### config.mk
export PLATFORM = sky130hd
export DESIGN_NAME = ps2_host_rx_flat
export DESIGN_NICKNAME = d
export VERILOG_FILES = /design/src/rtl/ps2_host_rx_if.sv /design/src/rtl/ps2_host_rx.sv /design/src/flat_wrapper.sv
export SDC_FILE = /design/constraint.sdc
export NUM_CORES = 1
export LEC_CHECK = 0
export CAP_MARGIN = 20
export CORE_UTILIZATION = 52
export DETAILED_ROUTE_END_ITERATION = 8
export PLACE_DENSITY_LB_ADDON = 0.15
export REMOVE_ABC_BUFFERS = 1
export SLEW_MARGIN = 20
export SYNTH_ARGS = -nofsm -noshare
export SYNTH_HDL_FRONTEND = slang
export SYNTH_SLANG_ARGS = --single-unit
### constraint.sdc
create_clock -name clk -period 3.7 [get_ports clk]
set_input_delay 0.37 -clock clk [delete_from_list [all_inputs] [get_ports clk]]
set_output_delay 0.37 -clock clk [all_outputs]
set_load 0.05 [all_outputs]
### src/rtl/ps2_host_rx_if.sv
`default_nettype none
// ============================================================================
// Module      : ps2_host_rx_if
// Description : Bundle of the PS/2 receive-side signals.
//               The PS/2 lines enter the receiver and the decoded byte stream
//               leaves it.
//                 master - receiver side: samples the PS/2 lines and drives
//                          the rx_* result signals.
//                 slave  - environment side: drives the PS/2 lines and
//                          observes the rx_* result signals.
//               Signals:
//                 ps2_clk_in  (1) PS/2 clock line, asynchronous to clk
//                 ps2_data_in (1) PS/2 data line, asynchronous to clk
//                 rx_data     (8) last received byte
//                 rx_valid    (1) one-cycle pulse when rx_data updates
//                 rx_ext      (1) E0 prefix preceded rx_data
//                 rx_release  (1) F0 prefix preceded rx_data
//                 rx_err      (1) one-cycle frame-error pulse
//                 rx_err_code (2) 01 parity, 10 stop bit, 11 timeout
// Revision    : 1.0 - initial release
// ============================================================================
interface ps2_host_rx_if;
    logic       ps2_clk_in;
    logic       ps2_data_in;
    logic [7:0] rx_data;
    logic       rx_valid;
    logic       rx_ext;
    logic       rx_release;
    logic       rx_err;
    logic [1:0] rx_err_code;

    modport master (
        input  ps2_clk_in,
        input  ps2_data_in,
        output rx_data,
        output rx_valid,
        output rx_ext,
        output rx_release,
        output rx_err,
        output rx_err_code
    );

    modport slave (
        output ps2_clk_in,
        output ps2_data_in,
        input  rx_data,
        input  rx_valid,
        input  rx_ext,
        input  rx_release,
        input  rx_err,
        input  rx_err_code
    );
endinterface
`default_nettype wire

### src/rtl/ps2_host_rx.sv
`default_nettype none
// ============================================================================
// Module      : ps2_host_rx
// Description : PS/2 host-side frame receiver. Synchronizes and glitch-filters
//               the PS/2 clock, samples data on filtered falling edges,
//               checks odd parity and stop bit, and guards each frame with a
//               watchdog.
//               Optional macro PS2_RX_PREFIX_DECODE_EN: E0/F0 prefix bytes
//               are absorbed into pending flags and reported on rx_ext /
//               rx_release alongside the following byte.
// Ports       : clk   (in)  system clock, rising edge
//               reset (in)  synchronous active-high reset
//               bus   (ps2_host_rx_if.master) PS/2 inputs and rx_* outputs
// Parameters  : FILTER_LEN     consecutive equal samples to accept a level
//               TIMEOUT_CYCLES max clk cycles between edges inside a frame
// Revision    : 1.0 - initial release
// ============================================================================
module ps2_host_rx #(
    parameter int FILTER_LEN     = 8,
    parameter int TIMEOUT_CYCLES = 20000
) (
    input  logic                 clk,
    input  logic                 reset,
    ps2_host_rx_if.master        bus
);
    localparam int c_filt_w = (FILTER_LEN > 1) ? $clog2(FILTER_LEN) : 1;
    localparam int c_wd_w   = $clog2(TIMEOUT_CYCLES + 1);
    localparam logic [c_filt_w-1:0] c_filt_last = c_filt_w'(FILTER_LEN - 1);
    localparam logic [c_wd_w-1:0]   c_wd_last   = c_wd_w'(TIMEOUT_CYCLES - 1);

    typedef enum logic [1:0] {
        ST_IDLE   = 2'd0,
        ST_DATA   = 2'd1,
        ST_PARITY = 2'd2,
        ST_STOP   = 2'd3
    } state_t;

    state_t              state_q, state_d;
    logic                clk_s1_q, clk_s1_d, clk_s2_q, clk_s2_d;
    logic                dat_s1_q, dat_s1_d, dat_s2_q, dat_s2_d;
    logic                filt_q, filt_d;
    logic [c_filt_w-1:0] filt_cnt_q, filt_cnt_d;
    logic [2:0]          bit_cnt_q, bit_cnt_d;
    logic [7:0]          shift_q, shift_d;
    logic                par_q, par_d;
    logic [c_wd_w-1:0]   wd_q, wd_d;
    logic [7:0]          rx_data_q, rx_data_d;
    logic                rx_valid_q, rx_valid_d;
    logic                rx_ext_q, rx_ext_d;
    logic                rx_release_q, rx_release_d;
    logic                rx_err_q, rx_err_d;
    logic [1:0]          rx_err_code_q, rx_err_code_d;
    logic                ext_pend_q, ext_pend_d;
    logic                rel_pend_q, rel_pend_d;
    logic                fall;
    logic                timeout;

    always_comb begin
        // two-flop synchronizers
        clk_s1_d = bus.ps2_clk_in;
        clk_s2_d = clk_s1_q;
        dat_s1_d = bus.ps2_data_in;
        dat_s2_d = dat_s1_q;

        // Level filter: the run counter only advances while the synchronized
        // clock disagrees with the filtered level; any agreeing sample restarts it.
        filt_d     = filt_q;
        filt_cnt_d = '0;
        if (clk_s2_q != filt_q) begin
            if (filt_cnt_q == c_filt_last) begin
                filt_d = clk_s2_q;
            end else begin
                filt_cnt_d = filt_cnt_q + 1'b1;
            end
        end
        fall    = filt_q & ~filt_d;
        timeout = (state_q != ST_IDLE) && (wd_q == c_wd_last);

        state_d       = state_q;
        bit_cnt_d     = bit_cnt_q;
        shift_d       = shift_q;
        par_d         = par_q;
        wd_d          = (state_q == ST_IDLE) ? '0 : wd_q + 1'b1;
        rx_data_d     = rx_data_q;
        rx_valid_d    = 1'b0;
        rx_ext_d      = rx_ext_q;
        rx_release_d  = rx_release_q;
        rx_err_d      = 1'b0;
        rx_err_code_d = rx_err_code_q;
        ext_pend_d    = ext_pend_q;
        rel_pend_d    = rel_pend_q;

        // Timeout is checked first so a coincident sampling edge is dropped.
        if (timeout) begin
            state_d       = ST_IDLE;
            wd_d          = '0;
            rx_err_d      = 1'b1;
            rx_err_code_d = 2'b11;
            ext_pend_d    = 1'b0;
            rel_pend_d    = 1'b0;
        end else if (fall) begin
            wd_d = '0;
            case (state_q)
                ST_IDLE: begin
                    if (!dat_s2_q) begin
                        state_d   = ST_DATA;
                        bit_cnt_d = 3'd0;
                        par_d     = 1'b0;
                    end
                end
                ST_DATA: begin
                    shift_d = {dat_s2_q, shift_q[7:1]};
                    par_d   = par_q ^ dat_s2_q;
                    if (bit_cnt_q == 3'd7) begin
                        state_d = ST_PARITY;
                    end else begin
                        bit_cnt_d = bit_cnt_q + 3'd1;
                    end
                end
                ST_PARITY: begin
                    // par_q becomes 1 when data plus parity hold an odd count of ones
                    par_d   = par_q ^ dat_s2_q;
                    state_d = ST_STOP;
                end
                ST_STOP: begin
                    state_d = ST_IDLE;
                    if (!par_q) begin
                        rx_err_d      = 1'b1;
                        rx_err_code_d = 2'b01;
                        ext_pend_d    = 1'b0;
                        rel_pend_d    = 1'b0;
                    end else if (!dat_s2_q) begin
                        rx_err_d      = 1'b1;
                        rx_err_code_d = 2'b10;
                        ext_pend_d    = 1'b0;
                        rel_pend_d    = 1'b0;
                    end else begin
`ifdef PS2_RX_PREFIX_DECODE_EN
                        if (shift_q == 8'hE0) begin
                            ext_pend_d = 1'b1;
                        end else if (shift_q == 8'hF0) begin
                            rel_pend_d = 1'b1;
                        end else begin
                            rx_data_d    = shift_q;
                            rx_valid_d   = 1'b1;
                            rx_ext_d     = ext_pend_q;
                            rx_release_d = rel_pend_q;
                            ext_pend_d   = 1'b0;
                            rel_pend_d   = 1'b0;
                        end
`else
                        rx_data_d  = shift_q;
                        rx_valid_d = 1'b1;
`endif
                    end
                end
                default: state_d = ST_IDLE;
            endcase
        end
    end

    always_ff @(posedge clk) begin
        if (reset) begin
            state_q       <= ST_IDLE;
            clk_s1_q      <= 1'b1;
            clk_s2_q      <= 1'b1;
            dat_s1_q      <= 1'b1;
            dat_s2_q      <= 1'b1;
            filt_q        <= 1'b1;
            filt_cnt_q    <= '0;
            bit_cnt_q     <= 3'd0;
            shift_q       <= 8'h00;
            par_q         <= 1'b0;
            wd_q          <= '0;
            rx_data_q     <= 8'h00;
            rx_valid_q    <= 1'b0;
            rx_ext_q      <= 1'b0;
            rx_release_q  <= 1'b0;
            rx_err_q      <= 1'b0;
            rx_err_code_q <= 2'b00;
            ext_pend_q    <= 1'b0;
            rel_pend_q    <= 1'b0;
        end else begin
            state_q       <= state_d;
            clk_s1_q      <= clk_s1_d;
            clk_s2_q      <= clk_s2_d;
            dat_s1_q      <= dat_s1_d;
            dat_s2_q      <= dat_s2_d;
            filt_q        <= filt_d;
            filt_cnt_q    <= filt_cnt_d;
            bit_cnt_q     <= bit_cnt_d;
            shift_q       <= shift_d;
            par_q         <= par_d;
            wd_q          <= wd_d;
            rx_data_q     <= rx_data_d;
            rx_valid_q    <= rx_valid_d;
            rx_ext_q      <= rx_ext_d;
            rx_release_q  <= rx_release_d;
            rx_err_q      <= rx_err_d;
            rx_err_code_q <= rx_err_code_d;
            ext_pend_q    <= ext_pend_d;
            rel_pend_q    <= rel_pend_d;
        end
    end

    assign bus.rx_data     = rx_data_q;
    assign bus.rx_valid    = rx_valid_q;
    assign bus.rx_ext      = rx_ext_q;
    assign bus.rx_release  = rx_release_q;
    assign bus.rx_err      = rx_err_q;
    assign bus.rx_err_code = rx_err_code_q;
endmodule
`default_nettype wire

### src/flat_wrapper.sv
// flat-port wrapper written by rule: the top's interface ports become plain ports
module ps2_host_rx_flat 
#(
    parameter int FILTER_LEN     = 8,
    parameter int TIMEOUT_CYCLES = 20000
)
  (clk, reset, bus_ps2_clk_in, bus_ps2_data_in, bus_rx_data, bus_rx_valid, bus_rx_ext, bus_rx_release, bus_rx_err, bus_rx_err_code);
  ps2_host_rx_if bus_i ();
  input  logic clk;
  input  logic reset;
  input wire logic [$bits(bus_i.ps2_clk_in)-1:0] bus_ps2_clk_in;
  input wire logic [$bits(bus_i.ps2_data_in)-1:0] bus_ps2_data_in;
  output wire logic [$bits(bus_i.rx_data)-1:0] bus_rx_data;
  output wire logic [$bits(bus_i.rx_valid)-1:0] bus_rx_valid;
  output wire logic [$bits(bus_i.rx_ext)-1:0] bus_rx_ext;
  output wire logic [$bits(bus_i.rx_release)-1:0] bus_rx_release;
  output wire logic [$bits(bus_i.rx_err)-1:0] bus_rx_err;
  output wire logic [$bits(bus_i.rx_err_code)-1:0] bus_rx_err_code;
  assign bus_i.ps2_clk_in = bus_ps2_clk_in;
  assign bus_i.ps2_data_in = bus_ps2_data_in;
  assign bus_rx_data = bus_i.rx_data;
  assign bus_rx_valid = bus_i.rx_valid;
  assign bus_rx_ext = bus_i.rx_ext;
  assign bus_rx_release = bus_i.rx_release;
  assign bus_rx_err = bus_i.rx_err;
  assign bus_rx_err_code = bus_i.rx_err_code;
  ps2_host_rx #(.FILTER_LEN(FILTER_LEN), .TIMEOUT_CYCLES(TIMEOUT_CYCLES)) u_core (.clk(clk), .reset(reset), .bus(bus_i));
endmodule
# [Word-level counts from Yosys, hierarchy flattened]
# Cells that the tools add are included.
[classes] muxes=21 n_bitwise=8 n_eq_ne=11 reduce_logical=18 add_sub_neg=3
[ops] op="adder 15 x 1 -> 15 bit, second input constant" n=1
[ops] op="equality test 15 bit, second input constant" n=1
[ops] op="2-to-1 mux 2 bit" n=7
[ops] op="AND reduction 5 bit" n=2
[ops] op="nonzero test 2 bit" n=5
[ops] op="2-to-1 mux 1 bit" n=9
[ops] op="AND reduction 3 bit" n=3
[ops] op="case mux 2 bit (4 select lines)" n=1
[ops] op="adder 3 x 1 -> 3 bit, second input constant" n=2
[ops] op="equality test 3 bit, second input constant" n=2
[ops] op="2-to-1 mux 3 bit" n=2
[ops] op="NOT 1 bit" n=6
[ops] op="case mux 3 bit (2 select lines)" n=1
[ops] op="OR reduction 5 bit" n=1
[ops] op="equality test 2 bit, second input constant" n=2
[ops] op="inequality test 2 bit, second input constant" n=2
[ops] op="AND reduction 4 bit" n=1
[ops] op="OR reduction 2 bit" n=2
[ops] op="OR reduction 4 bit" n=1
[ops] op="inequality test 3 bit, second input constant" n=1
[ops] op="OR reduction 3 bit" n=1
[ops] op="equality test 2 x 1 -> 1 bit, second input constant" n=1
[ops] op="zero test 2 bit" n=1
[ops] op="inequality test 2 x 1 -> 1 bit, second input constant" n=1
[ops] op="5 further kinds" n=5
[totals] word_cells=76 ff_bits=49

# [Longest topological paths before layout]
[logic_depth] word_depth=7 ltp_mapped=8

# [Worst setup path before layout]
# Ideal clock, no wire load.
[synth_timing] kind="register to register" startpoint="register u_core.state_q[0]" endpoint="register u_core.shift_q[0]" path_stages_with_launch=8 arrival_time_ns=1.666 setup_slack_ns=1.961 setup_ns=0.073 required_time_ns=3.627 path_cell_list="dfxtp_1 > inv_1 > ha_1 > nor4b_1 > nand4_1 > buf_2 > nand3_1 > mux2i_1"
[synth_via] elab_chain_len=4 elab_cells_between_ends=5
[synth_rtl] item="from (decl)" line_no="ps2_host_rx.sv:38" text="state_t state_q, state_d;"
[synth_rtl] item="from (signal assigned)" line_no="ps2_host_rx.sv:184" text="state_q <= state_d;"
[synth_rtl] item="nonzero test 2 bit" line_no="ps2_host_rx.sv:77" text="timeout = (state_q != ST_IDLE) && (wd_q == c_wd_last);"
[synth_rtl] item="logical AND 1 bit" line_no="ps2_host_rx.sv:77"
[synth_rtl] item="NOT 1 bit (no line)"
[synth_rtl] item="AND reduction 3 bit (no line) *"
[synth_rtl] item="to (signal assigned)" line_no="ps2_host_rx.sv:192" text="shift_q <= shift_d;"
[synth_rtl] item="to (decl)" line_no="ps2_host_rx.sv:44" text="logic [7:0] shift_q, shift_d;"
# Mark *: on every way between the ends. The rest lies on a longest branch, timed or not.
# A chain may end at the register's enable or synchronous reset.

# [Worst setup path in the final report]
[layout_timing] startpoint="register u_core.state_q[0]" endpoint="register u_core.rx_data_q[1] (netlist: u_core.bus.rx_data[1])"
[layout_via] elab_chain_len=4 elab_cells_between_ends=5
[layout_rtl] item="nonzero test 2 bit" line_no="ps2_host_rx.sv:77"
[layout_rtl] item="logical AND 1 bit" line_no="ps2_host_rx.sv:77"
[layout_rtl] item="NOT 1 bit (no line)"
[layout_rtl] item="AND reduction 5 bit (no line) *"
[layout_rtl] item="to (signal assigned)" line_no="ps2_host_rx.sv:195" text="rx_data_q <= rx_data_d;"
[layout_rtl] item="to (decl)" line_no="ps2_host_rx.sv:47" text="logic [7:0] rx_data_q, rx_data_d;"
# Marked as above.

==> results by group <==
GRT
  – Largest net degree at the start of global routing: 24
  – Grt total ovfl: 0
  – Initial antenna violation count: 0
  – Vias in the first global route: 1459
  – First-pass GRT wire length: 6.43 mm
  – Total GRT Usage: 19.5%

STA
  – Final WS setup: 1.20 ns
  – Final setup fails: 0
  – Hold WS: around 0.42 ns
  – Period utilisation layout: 67.4%
  – Pins Over Slew Limit: 0
  – Highest Clock Rate: 401 MHz
  – Final min period: ~2.5 ns
  – Rel. slew slack: 62.0%
  – Setup Skew: about 0.010 ns
  – RSZ-0062 raised after global routing: false
  – Setup_tns: 0 ns
  – Hold Vio Cnt, Final: 0
  – Slew at the pin closest to its max-slew limit: 0.568 ns

Floorplan
  – Cell Rows: 23
  – Die area: 4460 sq um
  – Ports: 18
  – Core Region: 4030 sq um
  – Die W: 66.8 um
  – Die extent in y: 66.8 um
  – Starting density of the core: 54.2%

Synthesis
  – Number of synthesized register bits: 49
  – Post-synth EDFFs: 0
  – Top-count cell post-synth: dfxtp_1
  – Main synth FF type: dfxtp_1
  – Yosys top cell by area: dfxtp_1
  – Synth area leaders: dfxtp_1, mux2i_1, ha_1
  – Mapped Cells: 228
  – Syn Std Cell Area: 2180 sq um
  – Most common library cells after synthesis: dfxtp_1, nand2b_1, nor2_1
  – Post-synthesis sequential area ratio: 45.0%
  – Post-Syn Area per Cell: roughly 9.6 sq um
  – Count of cell types in the netlist: 40
  – Share of the synthesized area in the top cell type: 45.0%
  – Synth warnings: 0
  – Synth async-reset ratio: 0%

CTS
  – Post-CTS setup buffer count: 0
  – Bufs on Longest Clock Path: 2
  – Hold_buf cts: 0
  – CTS root buffer: clkbuf_8
  – PostCTS Resize Cnt: 0
  – H-tree levels: 2
  – Clock Sink Count: 49
  – Worst skew pair latency: slightly above 0.3 ns
  – CTS tree: done
  – CTS clk-pin slew, worst paths: 0.09 ns
  – Num CTS Buffers: 5

Flow run
  – Max cap viols: 0

Final layout
  – Layout cell share with drive strength beyond 1: 7.02%
  – # nets final: 257
  – Final instance area: 2440 sq um
  – Fin util: 60.7%
  – Diode count: 0
  – Fin cells: slightly below 300
  – Area growth from synthesis to layout: 12.0%

Status
  – Outcome: finished, final reports clean

Min path
  – Hold Path Depth: 1
  – Hold Path Class: flop to flop

Critical path
  – Critical path endpoint category: flop
  – R2r worst-path depth: 6
  – Critical path peak fanout: 12
  – WP data arrival: 2.72 ns
  – Critical path cell sequence: inv_1 > ha_1 > nor4b_1 > nand4_1 > nand3_1 > mux2i_1
  – Crit Path Class: flop to flop
  – Worst R2R Setup Slack: 1.20 ns
  – Worst-path cell with the longest stage delay: nand3_1
  – Worst Setup Start Kind: flop
  – Worst EP required: 3.92 ns
  – CP max stage delay: 0.64 ns

Placed design
  – Hpwl dp: 2.74 mm
  – DP Worst Slack: about 1.3 ns
  – RD Place Congestion: 0.814
  – # port buffers: 15
  – DP Cell Count: 284
  – Post-DP Area: 2350 sq um

Routing
  – DR iter-0 viols: 91
  – DR WL/cell: 13.1 um
  – Drt pass-1 iters: 4
  – DR DRC count: 0
  – Antenna Nets Post-Route: 0
  – DR vias: roughly 1600
  – Post-Route WL: about 3.8 mm
  – Post-DR vias/cell: 5.38

Power
  – Leak pwr: 0.932 nW
  – Max IR drop VDD: 0.000223 V
  – PD cells: 355 nW/um^2
  – Power Total: 868 uW
## cells by family (layout without fill, tap and decap cells)
family          count (synthesis)  in the layout  share of synthesized area, %
flops                          49             49                          45.0
xor+xnor                       13             13                          5.22
buf+inv                        15             28                          3.04
mux                            19             19                          8.72
other cells                     1              2                         0.172
compound gates                 14             14                          4.30
fa+ha+maj                      12             12                          6.88
simple gates                  105            105                          26.7
## registers in the layout, summed over array words and instances, names as in the netlist, 2 cells and up
name                    count
u_core.bus.rx_data          8
u_core.filt_cnt_q           3
u_core.bit_cnt_q            3
u_core.state_q              2
u_core.bus.rx_err_code      2
u_core.wd_q                15
u_core.shift_q              8
## per-layer routing
metal / vias to the layer above / GRT usage (%) / wire (um)
li1: 806 / - / -
met1: 740 / 23.8 / 1830
met2: 19 / 32.2 / 1820
met3: 7 / 4.62 / 92
met4: 0 / 8.78 / 68
met5: - / 0 / 0
## critical path, delay by kind of cell (launching register included)
| family | cells | cell delay (ns) |
|---|---|---|
| multiplexers | 1 | 0.24 |
| AND/OR/NAND/NOR | 3 | 1.40 |
| adder cells (fa/ha/maj) | 1 | 0.26 |
| buffers and inverters | 1 | 0.11 |
| flip-flops | 1 | 0.41 |
## layout make-up
| type | instances | area (sq um) |
|---|---|---|
| tap | 50 | 62.6 |
| multi-input combinational | 165 | 1140 |
| sequential | 49 | 981 |
| inverter | 4 | 15.0 |
| timing repair buffer | 16 | 158 |
| clock buffer | 5 | 68.8 |
| fill | 356 | 1580 |
| clock inverter | 3 | 21.3 |
## placed cells by master, fill, tap and decap left out, types with 5 or more instances in the layout
master            n
clkbuf_8          5
clkdlybuf4s50_1  15
dfxtp_1          49
ha_1             12
mux2i_1          19
nand2_1          15
nand2b_1         21
nand3_1           6
nor2_1           20
nor3_1            7
nor4_1            6
or2_2             5
xnor2_1          10
## where the power goes
| part | switching (mW) | internal [mW] |
|---|---|---|
| Clock | 0.182 | 0.134 |
| Sequential | 0.00164 | 0.529 |
| Combinational | 0.0116 | 0.00930 |
| Total | 0.195 | 0.673 |
## final timing paths
kind,to,startpoint
worst min register to register,u_core.dat_s2_q$_SDFF_PP1_,u_core.dat_s1_q$_SDFF_PP1_
worst min-delay path,u_core.dat_s2_q$_SDFF_PP1_,u_core.dat_s1_q$_SDFF_PP1_
worst max-delay path,u_core.bus.rx_data[1]$_SDFFE_PP0P_,u_core.state_q[0]$_SDFFE_PP0P_
worst max register to register,u_core.bus.rx_data[1]$_SDFFE_PP0P_,u_core.state_q[0]$_SDFFE_PP0P_
No activity file was read; power rests on OpenSTA's default activity.
